--- config.mk ---
export PLATFORM = sky130hd
export DESIGN_NAME = arith_ext_arbiter
export DESIGN_NICKNAME = d
export VERILOG_FILES = /design/src/rtl/arith_ext_pkg.sv /design/src/rtl/mul.sv /design/src/rtl/rr_arb2.sv /design/src/rtl/sqrt.sv /design/src/rtl/arith_ext_arbiter.sv
export SDC_FILE = /design/constraint.sdc
export NUM_CORES = 1
export LEC_CHECK = 0
export ABC_AREA = 1
export BUFFER_PORTS_ARGS = -buffer_cell sky130_fd_sc_hd__buf_4
export CORE_AREA = 8 8 102 104
export CTS_CLUSTER_DIAMETER = 120
export DETAILED_ROUTE_END_ITERATION = 8
export DIE_AREA = 0 0 110 112
export GPL_TIMING_DRIVEN = 0
export PLACE_DENSITY = 0.7
export SKIP_LAST_GASP = 1
export SLEW_MARGIN = 5
export SYNTH_ARGS = -nofsm -noshare
export SYNTH_HDL_FRONTEND = slang
export SYNTH_SLANG_ARGS = --single-unit
--- constraint.sdc ---
create_clock -name clk -period 11.73 [get_ports clk]
set_clock_uncertainty 0.15 [all_clocks]
set_input_delay 1.7595 -clock clk [delete_from_list [all_inputs] [get_ports clk]]
set_output_delay 1.7595 -clock clk [all_outputs]
set_load 0.05 [all_outputs]
--- src/rtl/arith_ext_pkg.sv ---
// arith_ext_pkg: shared definitions for the arithmetic-extension arbiter.
// Holds the datapath width, the requester opcode encoding and the
// arbiter FSM state type.
package arith_ext_pkg;

    localparam int DATA_W = 8;

    localparam logic [1:0] OP_MUL  = 2'b00;
    localparam logic [1:0] OP_SQRT = 2'b01;
    localparam logic [1:0] OP_SQR  = 2'b10;
    localparam logic [1:0] OP_ILL  = 2'b11;

    typedef enum logic [1:0] {
        IDLE,
        BUSY,
        RESP
    } state_t;

endpackage

--- src/rtl/mul.sv ---
// mul: combinational unsigned multiplier of the arithmetic extension.
// Ports:
//   a, b - DATA_W-bit operands
//   p    - full 2*DATA_W-bit product
module mul
    import arith_ext_pkg::*;
(
    input  logic [DATA_W-1:0]   a,
    input  logic [DATA_W-1:0]   b,
    output logic [2*DATA_W-1:0] p
);

    assign p = (2*DATA_W)'(a) * (2*DATA_W)'(b);

endmodule

--- src/rtl/rr_arb2.sv ---
// rr_arb2: two-way round-robin grant logic.
// Ports:
//   valid0, valid1 - requester valids
//   rr_last        - id of the requester granted last time
//   grant          - id of the requester granted now
//   grant_valid    - at least one requester is valid
module rr_arb2 (
    input  logic valid0,
    input  logic valid1,
    input  logic rr_last,
    output logic grant,
    output logic grant_valid
);

    always_comb begin
        grant_valid = valid0 | valid1;
        // On contention the requester that did not win last time goes first.
        if (valid0 && valid1) begin
            grant = ~rr_last;
        end else begin
            grant = valid1;
        end
    end

endmodule

--- src/rtl/sqrt.sv ---
// sqrt: combinational integer square root, root = floor(sqrt(a)).
// Ports:
//   a    - DATA_W-bit radicand
//   root - DATA_W/2-bit root
module sqrt
    import arith_ext_pkg::*;
(
    input  logic [DATA_W-1:0]   a,
    output logic [DATA_W/2-1:0] root
);

    localparam int RW = DATA_W / 2;

    // Keep the largest candidate whose square does not exceed a.
    always_comb begin
        root = '0;
        for (int i = 1; i < (1 << RW); i++) begin
            if (i * i <= int'(a)) begin
                root = RW'(i);
            end
        end
    end

endmodule

--- src/rtl/arith_ext_arbiter.sv ---
// arith_ext_arbiter: shares one mul and one sqrt unit between two
// requesters. Round-robin accept in IDLE, EXEC_CYCLES cycles in BUSY,
// then one registered, id-tagged response held in RESP until taken.
// Ports:
//   clk, rst_n             - clock, synchronous active-low reset
//   reqN_valid/ready       - request handshake, N = 0,1
//   reqN_op, reqN_a/b      - opcode and operands
//   rsp_valid/ready        - response handshake
//   rsp_id, rsp_hi/lo      - requester id, result bytes
//   rsp_carry, rsp_err     - product bit 16, illegal-opcode flag
//   stat_ops               - completed handshakes, saturating
//                            (only with ARITH_EXT_STATS_EN defined)
module arith_ext_arbiter
    import arith_ext_pkg::*;
#(
    parameter int EXEC_CYCLES = 1,
    parameter int CNT_W       = 4
) (
    input  logic              clk,
    input  logic              rst_n,
    input  logic              req0_valid,
    output logic              req0_ready,
    input  logic [1:0]        req0_op,
    input  logic [DATA_W-1:0] req0_a,
    input  logic [DATA_W-1:0] req0_b,
    input  logic              req1_valid,
    output logic              req1_ready,
    input  logic [1:0]        req1_op,
    input  logic [DATA_W-1:0] req1_a,
    input  logic [DATA_W-1:0] req1_b,
    output logic              rsp_valid,
    input  logic              rsp_ready,
    output logic              rsp_id,
    output logic [DATA_W-1:0] rsp_hi,
    output logic [DATA_W-1:0] rsp_lo,
    output logic              rsp_carry,
    output logic              rsp_err
`ifdef ARITH_EXT_STATS_EN
    ,
    output logic [15:0]       stat_ops
`endif
);

    localparam int RES_W = 2 * DATA_W + 1;

    state_t                state, state_nxt;
    logic                  rr_last, grant, grant_valid;
    logic                  accept, exec_done, rsp_fire;
    logic [CNT_W-1:0]      cnt;
    logic [1:0]            op_q;
    logic [DATA_W-1:0]     a_q, b_q, mul_b;
    logic                  id_q;
    logic [2*DATA_W-1:0]   mul_p;
    logic [DATA_W/2-1:0]   sqrt_r;
    logic [RES_W-1:0]      res;
    logic                  res_err;

    rr_arb2 u_arb (
        .valid0      (req0_valid),
        .valid1      (req1_valid),
        .rr_last     (rr_last),
        .grant       (grant),
        .grant_valid (grant_valid)
    );

    assign req0_ready = (state == IDLE) && grant_valid && !grant;
    assign req1_ready = (state == IDLE) && grant_valid && grant;
    assign accept     = req0_ready | req1_ready;
    assign exec_done  = (state == BUSY) && (cnt == '0);
    assign rsp_fire   = rsp_valid && rsp_ready;

    // SQR reuses the multiplier with both inputs tied to operand A.
    assign mul_b = (op_q == OP_SQR) ? a_q : b_q;

    mul  u_mul  (.a(a_q), .b(mul_b), .p(mul_p));
    sqrt u_sqrt (.a(a_q), .root(sqrt_r));

    // NOTE: every always_comb output gets a default first so no latch is inferred.
    always_comb begin
        res     = '0;
        res_err = 1'b0;
        unique case (op_q)
            OP_MUL, OP_SQR: res = RES_W'(mul_p);
            OP_SQRT:        res = RES_W'(sqrt_r);
            default:        res_err = 1'b1;
        endcase
    end

    always_comb begin
        state_nxt = state;
        unique case (state)
            IDLE:    if (accept)    state_nxt = BUSY;
            BUSY:    if (exec_done) state_nxt = RESP;
            RESP:    if (rsp_fire)  state_nxt = IDLE;
            default: state_nxt = IDLE;
        endcase
    end

    // NOTE: sequential state uses non-blocking assignments so all registers update together.
    always_ff @(posedge clk) begin
        if (!rst_n) begin
            state <= IDLE;
        end else begin
            state <= state_nxt;
        end
    end

    always_ff @(posedge clk) begin
        if (!rst_n) begin
            rr_last   <= 1'b1;
            cnt       <= '0;
            rsp_valid <= 1'b0;
            rsp_id    <= 1'b0;
            rsp_hi    <= '0;
            rsp_lo    <= '0;
            rsp_carry <= 1'b0;
            rsp_err   <= 1'b0;
        end else begin
            if (accept) begin
                rr_last <= grant;
                cnt     <= CNT_W'(EXEC_CYCLES - 1);
            end else if (state == BUSY && cnt != '0) begin
                cnt <= cnt - CNT_W'(1);
            end

            if (exec_done) begin
                rsp_valid                  <= 1'b1;
                rsp_id                     <= id_q;
                {rsp_carry, rsp_hi, rsp_lo} <= res;
                rsp_err                    <= res_err;
            end else if (rsp_fire) begin
                rsp_valid <= 1'b0;
            end
        end
    end

    // NOTE: operand registers carry no reset; they are only read after an accept loads them.
    always_ff @(posedge clk) begin
        if (accept) begin
            op_q <= grant ? req1_op : req0_op;
            a_q  <= grant ? req1_a  : req0_a;
            b_q  <= grant ? req1_b  : req0_b;
            id_q <= grant;
        end
    end

`ifdef ARITH_EXT_STATS_EN
    always_ff @(posedge clk) begin
        if (!rst_n) begin
            stat_ops <= '0;
        end else if (rsp_fire && stat_ops != 16'hFFFF) begin
            stat_ops <= stat_ops + 16'd1;
        end
    end
`endif

endmodule

---- Yosys cells after proc, flatten, opt, wreduce, memory -nomap -nowiden ----
Index checks and enable logic that the tools add are counted.
cells by class
  $add $sub $neg .......................... 1
  multipliers ............................. 1
  div/mod/pow operators ................... 0
  $lt $le $gt $ge ......................... 15
  eq/ne operators ......................... 7
  shifts and indexed selects .............. 0
  multiplexer cells ....................... 28
  bitwise gates (word level) .............. 4
  reduce and logical (&&, ||, !) cells .... 17
operators with widths
  cell                                                                              number
  7-bit by 8-bit less-or-equal comparator with 1-bit output (first input constant)  4
  8-bit less-or-equal comparator (first input constant)                             4
  4-bit 2-to-1 mux                                                                  8
  16-bit one-hot mux with 2 select lines                                            1
  8-bit 2-to-1 mux                                                                  3
  5-bit by 8-bit less-or-equal comparator with 1-bit output (first input constant)  2
  6-bit by 8-bit less-or-equal comparator with 1-bit output (first input constant)  2
  8-bit by 8-bit multiplier with 16-bit output                                      1
  2-bit 2-to-1 mux                                                                  6
  3-bit 2-to-1 mux                                                                  4
  1-bit by 8-bit less-or-equal comparator with 1-bit output (first input constant)  1
  3-bit by 8-bit less-or-equal comparator with 1-bit output (first input constant)  1
  4-bit by 8-bit less-or-equal comparator with 1-bit output (first input constant)  1
  1-bit logical AND                                                                 7
  2-bit inequality test (second input constant)                                     3
  2-bit one-hot mux with 3 select lines                                             1
  1-bit 2-to-1 mux                                                                  5
  2-bit by 1-bit == test with 1-bit output (second input constant)                  2
  2-bit == test (second input constant)                                             2
  2-bit logical NOT                                                                 2
  4-bit logical NOT                                                                 1
  4-bit nonzero test                                                                1
  2-bit OR reduction                                                                2
  4-bit by 1-bit subtractor with 4-bit output (second input constant)               1
  other kinds (6)                                                                   8
word-level totals
  bits in registers ....................... 46
  bits in latches ......................... 0
  bits in writable memories ............... 0
  ROM bits ................................ 0
  word-level logic and storage cells ...... 86
  memories kept ........................... 0

---- Depth between registers and ports, before layout ----
Gate-level depths: netlist of run 1.
  depth after elaboration ................. 17
  gate-level depth with buffers ........... 26
  mapped depth without buffers ............ 26

---- Modules after synthesis ----
A second synthesis of run 1 with hierarchy kept.
unflattened totals
  cell total of the unflattened synthesis .. 690
  area, all modules ....................... 4749.6 um^2
modules (own cells, without submodules)
  module             instances  cells each  area each (um^2)  sequential area each (um^2)
  mul                1          375         2396.0            0.0
  arith_ext_arbiter  1          236         1981.9            1091.0
  sqrt               1          76          356.6             0.0
  rr_arb2            1          3           15.0              0.0

---- Least setup slack after synthesis of run 1 ----
Ideal clock, no wire load.
  path type ............................... flip-flop to flip-flop
  from .................................... reg op_q[0]
  to ...................................... reg rsp_hi[7]
  library setup time ...................... 0.070 ns
  arrival ................................. 4.922 ns
  slack ................................... 6.588 ns
  cell stages (with the launch flop) ...... 25
  cell sequence ........................... edfxtp_1 -> nor2_2 -> inv_1 -> a21oi_1 -> a21oi_1 -> or2_2 -> fa_1 -> fa_1 -> inv_1 -> fa_1 -> inv_1 -> fa_1 -> inv_1 -> ha_1 -> nand2_1 -> o21ai_0 -> nand2_1 -> nand3_1 -> nand2_1 -> inv_1 -> o21ai_0 -> nand2_1 -> xor2_1 -> nand2_1 -> a21oi_1
on the way
  word-level cells in the longest chain between the ends .. 4
RTL lines
  item                                          RTL line                                          RTL
  from (decl)                                   arith_ext_arbiter.sv:50                           logic [1:0] op_q;
  from (signal assigned)                        arith_ext_arbiter.sv:140                          op_q <= grant ? req1_op : req0_op;
  2-bit == test                                 arith_ext_arbiter.sv:73, arith_ext_arbiter.sv:82
  8-bit 2-to-1 mux                              arith_ext_arbiter.sv:73                           assign mul_b = (op_q == OP_SQR) ? a_q : b_q;
  8-bit by 8-bit multiplier with 16-bit output  mul.sv:13                                         assign p = (2*DATA_W)'(a) * (2*DATA_W)'(b);
  16-bit one-hot mux with 2 select lines (*)    arith_ext_arbiter.sv:82                           unique case (op_q)
  to (signal assigned)                          arith_ext_arbiter.sv:129                          {rsp_carry, rsp_hi, rsp_lo} <= res;
  to (decl)                                     arith_ext_arbiter.sv:34                           output logic [DATA_W-1:0] rsp_hi,
Mark *: on every way between the ends. The rest lies on a longest branch, timed or not.
A chain may end at the register's enable or synchronous reset.

---- Final worst setup path of run 1 ----
Same ends and word-level chain as after synthesis.

==> results.py, run 1 <==
metrics = {
    "status": {
        "status": "finished clean",
    },
    "finish": {
        "final_nets": 772,
        "drive_gt1_share_pct": 13.2,
        "fill_cells": 884,
        "diodes": 0,
        "areaGrowthSynthToFinish_pct": 16.2,
        "final_design_area_no_fill_um2": 4960,
    },
    "worst_hold_path": {
        "hp-class": "register to register",
    },
    "logic_synthesis": {
        "synth_cell_type_count": 35,
        "yosysMostFrequentCell": "nand2_1",
        "avgSynthCellArea_um2": 7.24,
        "syn_nets": 704,
        "netlist_instances": 590,
        "synth_flop_cell": "dfxtp_1",
        "syn_area_um2": 4270,
        "netlist_top_cells_area": "fa_1 17%, edfxtp_1 13%, nand2_1 13%",
        "synth-edff-count": 19,
        "yosys_warnings": 0,
        "async_reset_ff_share_pct": 0,
        "ys_top_cells_by_count": "146 x nand2_1, 94 x nor2_1, 92 x inv_1, 41 x a21oi_1, 37 x ha_1",
        "ys_ff_latch": 45,
        "yosysSeqAreaShare_pct": 25.5,
        "synth.largest_area_cell": "fa_1",
        "synth_top_cell_area_share_pct": 16.9,
    },
    "sta": {
        "tightestPinTransition_ns": 0.690,
        "slew_headroom_pct": 53.5,
        "fin_tns_setup_ns": 0,
        "slew_viol_final": 0,
        "post-route-period-util_pct": 50.0,
        "hold_viol": 0,
        "rsz0062_at_grt": "false",
        "period_needed_ns": 5.87,
        "finalSetupViolations": 0,
        "timing.fmax_mhz": 170,
    },
    "critical_path": {
        "crit_buf_inv": 5,
        "crit_slowest_cell": "fa_1",
        "critical_path_class": "register to register",
        "reg2reg_setup_slack_ns": 5.86,
        "critPathMaxFanout": 10,
        "crit_arrival_ns": 5.96,
        "cp-end-kind": "register",
        "cp_slowest_stage_delay_ns": 0.54,
        "path_delay_family": "adder cells",
        "path_cells": "nor2_2 -> inv_1 -> a21oi_1 -> a21oi_1 -> or2_2 -> fa_1 -> fa_1 -> inv_1 -> fa_1 -> inv_1 -> fa_1 -> inv_1 -> ha_1 -> nand2_1 -> o21ai_0 -> nand2_1 -> nand3_1 -> nand2_1 -> inv_1 -> o21ai_0 -> nand2_1 -> xor2_1 -> nand2_1 -> a21oi_1",
        "worst_ep_required_time_ns": 11.82,
        "critPathLaunchType": "register",
    },
    "pwr": {
        "peakVddDrop_uv": 171,
        "powerDensity_nw_per_um2": 272,
        "p_leak_nw": 2.51,
    },
    "detailed_routing": {
        "drc": 0,
        "routed_wl_mm": 9.95,
        "antenna_left": 0,
        "drt-wirelength-per-cell_um": 12.9,
        "vias": 3863,
        "via_per_inst": 5.02,
        "dr.pass1.iters": 4,
        "initialDrtViolationCount": 219,
    },
    "die": {
        "pin_count": 63,
        "initial_core_util_pct": 48.1,
        "core_um2": 8890,
        "dieArea_um2": 12300,
        "die_y_um": 112,
        "die_width_um": 110,
        "row_count": 35,
    },
    "cts": {
        "numCtsBuffers": 5,
        "path_clk_slew_ns": 0.10,
        "post-cts-setup-buffers": 0,
        "cts_tree": "built",
        "cts_resized": 0,
        "clockBufferDepth": 2,
        "hold_buffers": 0,
        "clock-sinks": 45,
        "htree_levels": 2,
        "clk_latency_ns": 0.31,
        "root_buffer": "clkbuf_8",
    },
    "place": {
        "place_congestion": 0.854,
        "io_buffers": 61,
        "dpl_cell_area_um2": 4870,
        "hpwlAfterDp_mm": 8.27,
    },
    "global_route": {
        "grt_usage_pct": 17.3,
        "grt_max_degree": 20,
        "antenna_found_initial": 0,
        "grt_pass1_vias": 3975,
        "overflow": 0,
        "grt_pass1_wl_mm": 17.5,
    },
    "job": {
        "max-cap-violations": 0,
    },
}
==> cell type report <==
type                            instances  area, µm²  share of cell area [%]
Timing Repair Buffer                   61        458                    9.23
Buffer                                 13       58.8                    1.18
Tap cell                              111        139                    2.80
Inverter                               99        372                    7.49
Clock buffer                            5       68.8                    1.39
Multi-Input combinational cell        433       2750                    55.4
Sequential cell                        45       1090                    22.0
Clock inverter                          3       25.0                   0.504
==> per-stage QoR <==
stage	power, mW	instances	utilization, %	hold WS, ns	setup WS [ns]
finish	1.35	770	55.8	0.321	5.86
global route	1.55	770	55.8	0.346	5.36
CTS	1.36	770	55.8	0.323	5.86
detailed placement	1.25	762	54.8	0.309	5.89
global placement	1.24	762	54.8	0.307	5.96
floorplan	1.00	590	-	0.292	6.59
==> registers in the layout, indices dropped and copies added (netlist names) <==
| register | count |
|---|---|
| b_q | 8 |
| state | 2 |
| cnt | 4 |
| rr_last | 1 |
| rsp_valid | 1 |
| id_q | 1 |
| rsp_err | 1 |
| rsp_lo | 8 |
| op_q | 2 |
| rsp_hi | 8 |
| a_q | 8 |
| rsp_id | 1 |
==> layer usage <==
| metal | wire length (µm) | global-route usage (%) |
|---|---|---|
| met3 | 503 | 3.47 |
| met4 | 142 | 5.41 |
| met5 | 0 | 0 |
| met2 | 4750 | 28.6 |
| met1 | 4560 | 21.7 |
==> final timing paths <==
check                  from  cells past startpoint         to
setup reg to reg    op_q[0]                     24  rsp_hi[7]
setup / recovery    op_q[0]                     24  rsp_hi[7]
hold reg to reg   rsp_lo[5]                      2  rsp_lo[5]
hold / removal    rsp_lo[5]                      2  rsp_lo[5]
==> tightest hold or removal path: cells and delay by family (launching register included) <==
| family | cells | cell delay, ns |
|---|---|---|
| flops | 1 | 0.32 |
| simple gates | 1 | 0.06 |
| compound gates | 1 | 0.06 |
==> cell usage in the layout (no fill, tap or decap) <==
cell type / instances
o31ai_1: 3
a22oi_1: 1
inv_1: 92
o21bai_1: 1
xnor2_1: 1
o21ai_0: 21
inv_6: 1
buf_4: 63
clkinvlp_4: 1
clkinv_1: 3
o21ai_1: 5
a31oi_1: 3
clkbuf_8: 5
clkinv_4: 1
nor2_4: 1
inv_2: 4
or2_2: 3
ha_1: 37
xor2_1: 2
nand2_1: 146
nor4_1: 3
dfxtp_1: 26
conb_1: 1
o21a_1: 1
nor3b_1: 1
nand4_1: 1
a21oi_2: 2
edfxtp_1: 19
nand3_1: 18
nor2_2: 4
nor2_1: 94
and2_1: 1
o2111ai_1: 1
a211oi_1: 1
buf_2: 2
clkbuf_1: 9
a21oi_1: 41
fa_1: 36
nor3_1: 4
==> cells by family (layout without fill, tap and decap cells) <==
group	after synthesis	after routing	share of synthesized area, %
simple gates	276	276	25.9
buf+inv	112	181	10.1
compound gates	80	80	10.1
fa+ha+maj	73	73	27.7
flops	45	45	25.5
xor+xnor	3	3	0.615
other cells	1	1	0.0878
==> report_power, final <==
| part | leakage [nW] | switching (mW) | internal [mW] |
|---|---|---|---|
| clock | 0.0447 | 0.0558 | 0.0430 |
| sequential | 0.399 | 0.0188 | 0.195 |
| combinational | 2.07 | 0.664 | 0.377 |
| total | 2.51 | 0.738 | 0.614 |
Power figures use the tool's default switching activity.
==> run 2, diff against run 1 <==
PLACE_DENSITY = 0.73   (was 0.7)
clock period = 5.3 ns   (was 11.73 ns; I/O delays follow)
==> results.py, run 2 (same netlist as run 1, synthesis figures left out) <==
metrics = {
    "status": {
        "status": "finished clean",
    },
    "finish": {
        "fill_cells": 795,
        "drive_gt1_share_pct": 21.4,
        "postLayoutCoreUtil_pct": 60.4,
        "final_nets": 794,
        "final_common_cell": "nand2_1",
        "diodes": 0,
        "final_design_area_no_fill_um2": 5370,
        "areaGrowthSynthToFinish_pct": 25.7,
        "final_cell_mix": "144 x nand2_1, 87 x nor2_1, 85 x inv_1",
    },
    "detailed_routing": {
        "via_per_inst": 5.03,
        "drt-wirelength-per-cell_um": 13.5,
        "drc": 0,
        "antenna_left": 0,
        "routed_wl_mm": 10.7,
        "dr.pass1.iters": 4,
        "initialDrtViolationCount": 179,
        "vias": 3987,
    },
    "die": {
        "die_width_um": 110,
        "die_y_um": 112,
        "pin_count": 63,
        "initial_core_util_pct": 48.1,
        "dieArea_um2": 12300,
        "row_count": 35,
        "core_um2": 8890,
    },
    "critical_path": {
        "cp_slowest_stage_delay_ns": 0.56,
        "crit_slowest_cell": "fa_1",
        "critPathLaunchType": "register",
        "crit_arrival_ns": 5.18,
        "critPathMaxFanout": 5,
        "reg2reg_setup_slack_ns": 0.22,
        "crit_buf_inv": 6,
        "cp-end-kind": "register",
        "path_delay_family": "adder cells",
        "critical_path_class": "register to register",
        "worst_ep_required_time_ns": 5.40,
    },
    "place": {
        "hpwlAfterDp_mm": 8.31,
        "io_buffers": 61,
        "place_congestion": 0.869,
        "dpl_cell_area_um2": 4870,
    },
    "cts": {
        "path_clk_slew_ns": 0.10,
        "clock-sinks": 45,
        "cts_tree": "built",
        "root_buffer": "clkbuf_8",
        "numCtsBuffers": 5,
        "clk_latency_ns": 0.31,
        "clockBufferDepth": 2,
        "htree_levels": 2,
        "hold_buffers": 0,
    },
    "sta": {
        "fin_tns_setup_ns": 0,
        "post-route-period-util_pct": 95.8,
        "slew_headroom_pct": 56.7,
        "rsz0062_at_grt": "true",
        "period_needed_ns": 5.08,
        "tightestPinTransition_ns": 0.645,
        "finalSetupViolations": 0,
        "hold_viol": 0,
        "timing.fmax_mhz": 197,
        "hold_ws_ns": 0.318,
        "slew_viol_final": 0,
    },
    "pwr": {
        "powerDensity_nw_per_um2": 681,
        "total_power_mw": 3.65,
        "internal_power_mw": 1.69,
        "p_comb_share_pct": 80.8,
        "clock_power_share_pct": 6.2,
        "p_leak_nw": 2.66,
        "power_frac_seq_pct": 13.0,
        "switching_share_pct": 53.7,
        "peakVddDrop_uv": 771,
        "p_switching_mw": 1.96,
    },
    "global_route": {
        "grt_pass1_vias": 4022,
        "antenna_found_initial": 0,
        "grt_pass1_wl_mm": 17.7,
        "overflow": 0,
        "grt_usage_pct": 17.4,
        "grt_max_degree": 20,
    },
    "job": {
        "max-cap-violations": 0,
    },
    "worst_hold_path": {
        "hp-class": "register to register",
    },
}
==> run 2: changes by cell type in the layout (fill, tap and decap cells not counted), moves of 6 or more <==
cell	delta
buf_4	+19
a21oi_1	-8
inv_1	-7
nor2_1	-7
a21oi_4	+6
inv_2	+6
==> run 2: repair_timing <==
| action | in CTS | in global routing |
|---|---|---|
| endpoints found under the hold margin | 0 | 0 |
| resized for setup | 11 | 48 |
| endpoints found under the setup margin | 8 | 7 |
| setup buffers | 7 | 16 |
| pin swaps | 1 | 25 |
==> run 2: area by class of cell <==
cell class,instances,area (µm²),share of cell area (%)
timing repair buffer,84,646,12.0
buffer,12,55.1,1.03
tap,111,139,2.59
clock buffer,5,68.8,1.28
inverter,99,375,6.99
multi-input combinational,433,2970,55.3
clock inverter,3,25.0,0.466
sequential,45,1090,20.3
==> run 2: worst register-to-register path: cells and delay by family, from the launching register on <==
family	cells	cell delay [ns]
fa+ha+maj	5	2.32
buf+inv	6	0.48
xor+xnor	1	0.15
compound gates	5	0.58
simple gates	8	0.87
flops	1	0.45
==> run 2: path summary, 6_finish.rpt <==
kind,from,to,cells past startpoint
hold reg to reg,rsp_lo[4],rsp_lo[4],2
setup reg to reg,op_q[0],rsp_hi[7],25
setup / recovery,op_q[0],rsp_hi[7],25
hold / removal,rsp_lo[4],rsp_lo[4],2
==> run 2: routing by layer <==
layer / GRT usage [%] / up-vias / part of all wire (%)
li1: - / 2029 / -
met1: 22.6 / 1848 / 45
met2: 29.5 / 96 / 49
met3: 3.00 / 14 / 4.3
met4: 3.15 / 0 / 1.1
met5: 0 / - / 0
==> run 2: stage by stage <==
| stage | instances | worst slack, ns |
|---|---|---|
| floorplan | 590 | 0.158 |
| global placement | 762 | -0.471 |
| detailed placement | 762 | -0.503 |
| CTS | 777 | -0.0376 |
| global route | 792 | -0.0531 |
| finish | 792 | 0.220 |
==> run 2: power groups by stage <==
stage / logic (mW) / registers, mW / clock network (mW)
after global routing: 3.33 / 0.482 / 0.247
after detailed placement: 2.29 / 0.480 / 0
after CTS: 2.37 / 0.473 / 0.226
after global placement: 2.26 / 0.480 / 0
after floorplan: 1.62 / 0.598 / 0
final: 2.95 / 0.474 / 0.226
==> run 3, diff against run 2 <==
PLACE_DENSITY = 0.76   (was 0.73)
==> results.py, run 3 (same netlist as run 1, synthesis figures left out) <==
metrics = {
    "status": {
        "status": "finished clean",
    },
    "critical_path": {
        "worst_ep_required_time_ns": 5.34,
        "crit_top_cell": "fa_1",
        "crit_arrival_ns": 5.21,
        "crit_slowest_cell": "fa_1",
        "crit_buf_inv": 5,
        "critical_path_class": "register to register",
        "critPathMaxFanout": 6,
        "path_cells": "nor2_4 -> clkinvlp_4 -> buf_6 -> a21oi_4 -> buf_6 -> nor2_1 -> fa_1 -> fa_1 -> fa_1 -> inv_1 -> fa_1 -> inv_1 -> ha_4 -> nand2_2 -> nor3_4 -> nand2_1 -> nand2_1 -> nand2_1 -> a21oi_2 -> a21oi_1 -> o21ai_0 -> a21oi_1",
        "path_delay_family": "adder cells",
        "cp-end-kind": "register",
        "critPathLaunchType": "register",
        "cp_slowest_stage_delay_ns": 0.54,
    },
    "pwr": {
        "p_switching_mw": 2.06,
        "internal_power_mw": 1.73,
        "power_frac_seq_pct": 12.5,
        "total_power_mw": 3.79,
        "peakVddDrop_uv": 564,
        "clock_power_share_pct": 6.2,
        "p_comb_share_pct": 81.3,
        "p_leak_nw": 2.65,
        "powerDensity_nw_per_um2": 705,
        "switching_share_pct": 54.4,
    },
    "detailed_routing": {
        "via_per_inst": 5.09,
        "drt-wirelength-per-cell_um": 13.8,
        "routed_wl_mm": 10.9,
        "initialDrtViolationCount": 278,
        "dr.pass1.iters": 4,
        "antenna_left": 0,
        "vias": 4016,
        "drc": 0,
    },
    "place": {
        "dpl_cell_area_um2": 4870,
        "hpwlAfterDp_mm": 8.52,
        "place_congestion": 0.868,
        "io_buffers": 61,
        "pre_cts_slack_ns": -0.524,
    },
    "finish": {
        "final_cell_mix": "141 x nand2_1, 88 x nor2_1, 85 x inv_1",
        "final_nets": 791,
        "final_design_area_no_fill_um2": 5390,
        "postLayoutCoreUtil_pct": 60.6,
        "drive_gt1_share_pct": 21.8,
        "diodes": 0,
        "areaGrowthSynthToFinish_pct": 26.0,
        "final_common_cell": "nand2_1",
    },
    "cts": {
        "clk_latency_ns": 0.32,
        "root_buffer": "clkbuf_8",
        "clockBufferDepth": 2,
        "path_clk_slew_ns": 0.10,
        "clock-sinks": 45,
        "numCtsBuffers": 5,
        "hold_buffers": 0,
        "htree_levels": 2,
        "cts_tree": "built",
    },
    "sta": {
        "rsz0062_at_grt": "true",
        "setup_ws_ns": 0.127,
        "post-route-period-util_pct": 97.6,
        "timing.fmax_mhz": 193,
        "hold_viol": 0,
        "period_needed_ns": 5.17,
        "fin_tns_setup_ns": 0,
        "slew_viol_final": 0,
        "finalSetupViolations": 0,
        "tightestPinTransition_ns": 0.645,
        "slew_headroom_pct": 56.9,
    },
    "die": {
        "die_width_um": 110,
        "initial_core_util_pct": 48.1,
        "core_um2": 8890,
        "row_count": 35,
        "dieArea_um2": 12300,
        "die_y_um": 112,
        "pin_count": 63,
    },
    "global_route": {
        "grt_pass1_vias": 4173,
        "grt_pass1_wl_mm": 18.3,
        "overflow": 0,
        "antenna_found_initial": 0,
        "grt_usage_pct": 18.2,
        "grt_max_degree": 20,
    },
    "job": {
        "max-cap-violations": 0,
    },
    "worst_hold_path": {
        "hp-class": "register to register",
    },
}
-- run 3: layer usage --
metal	vias up	part of all wire, %	track usage, %
met3	26	4.4	3.64
met2	109	49	31.2
met4	0	2.3	6.04
met1	1866	44	21.7
li1	2015	-	-
met5	-	0	0
-- run 3: worst reg2reg max path, cell delays in order, from the launching register on --
cell and delay (ns):
edfxtp_1 0.45, nor2_4 0.23, clkinvlp_4 0.19, buf_6 0.17, a21oi_4 0.24, buf_6 0.14, nor2_1 0.04, fa_1 0.54
fa_1 0.44, fa_1 0.52, inv_1 0.06, fa_1 0.52, inv_1 0.06, ha_4 0.32, nand2_2 0.09, nor3_4 0.23
nand2_1 0.10, nand2_1 0.07, nand2_1 0.08, a21oi_2 0.16, a21oi_1 0.08, o21ai_0 0.08, a21oi_1 0.08
-- run 3: power groups by stage --
stage	Combinational, mW	Sequential, mW	Clock [mW]
after floorplan	1.62	0.598	0
after global placement	2.25	0.479	0
after detailed placement	2.31	0.480	0
after CTS	2.44	0.473	0.240
after global routing	3.46	0.483	0.258
final	3.08	0.476	0.235
-- run 3: path summary, 6_finish.rpt --
| path | startpoint | to | slack [ns] | cells past startpoint |
|---|---|---|---|---|
| hold reg to reg | rsp_lo[6] | rsp_lo[6] | 0.32 | 2 |
| setup reg to reg | op_q[0] | rsp_hi[4] | 0.13 | 22 |
| setup / recovery | op_q[0] | rsp_hi[4] | 0.13 | 22 |
| hold / removal | rsp_lo[6] | rsp_lo[6] | 0.32 | 2 |
-- run 3: timing repair --
action,4_1_cts,5_1_grt
endpoints found under the hold margin,0,0
gates resized for setup,14,53
setup buffers,5,15
endpoints found under the setup margin,8,7
pin swaps,2,34
-- run 3: through the flow --
step,hold slack [ns],instances
2_1_floorplan,0.292,590
4_1_cts,0.323,774
3_3_place_gp,0.306,762
3_5_place_dp,0.308,762
6_report,0.318,789
5_1_grt,0.335,789
-- run 3: layout make-up --
class | count | area [µm²]
flip-flops and latches | 45 | 1090
well taps | 111 | 139
clock buffers | 5 | 68.8
repair buffers | 81 | 623
inverters | 99 | 379
plain buffers | 12 | 55.1
fillers | 812 | 3500
clock inverters | 3 | 28.8
multi-input cells | 433 | 3000
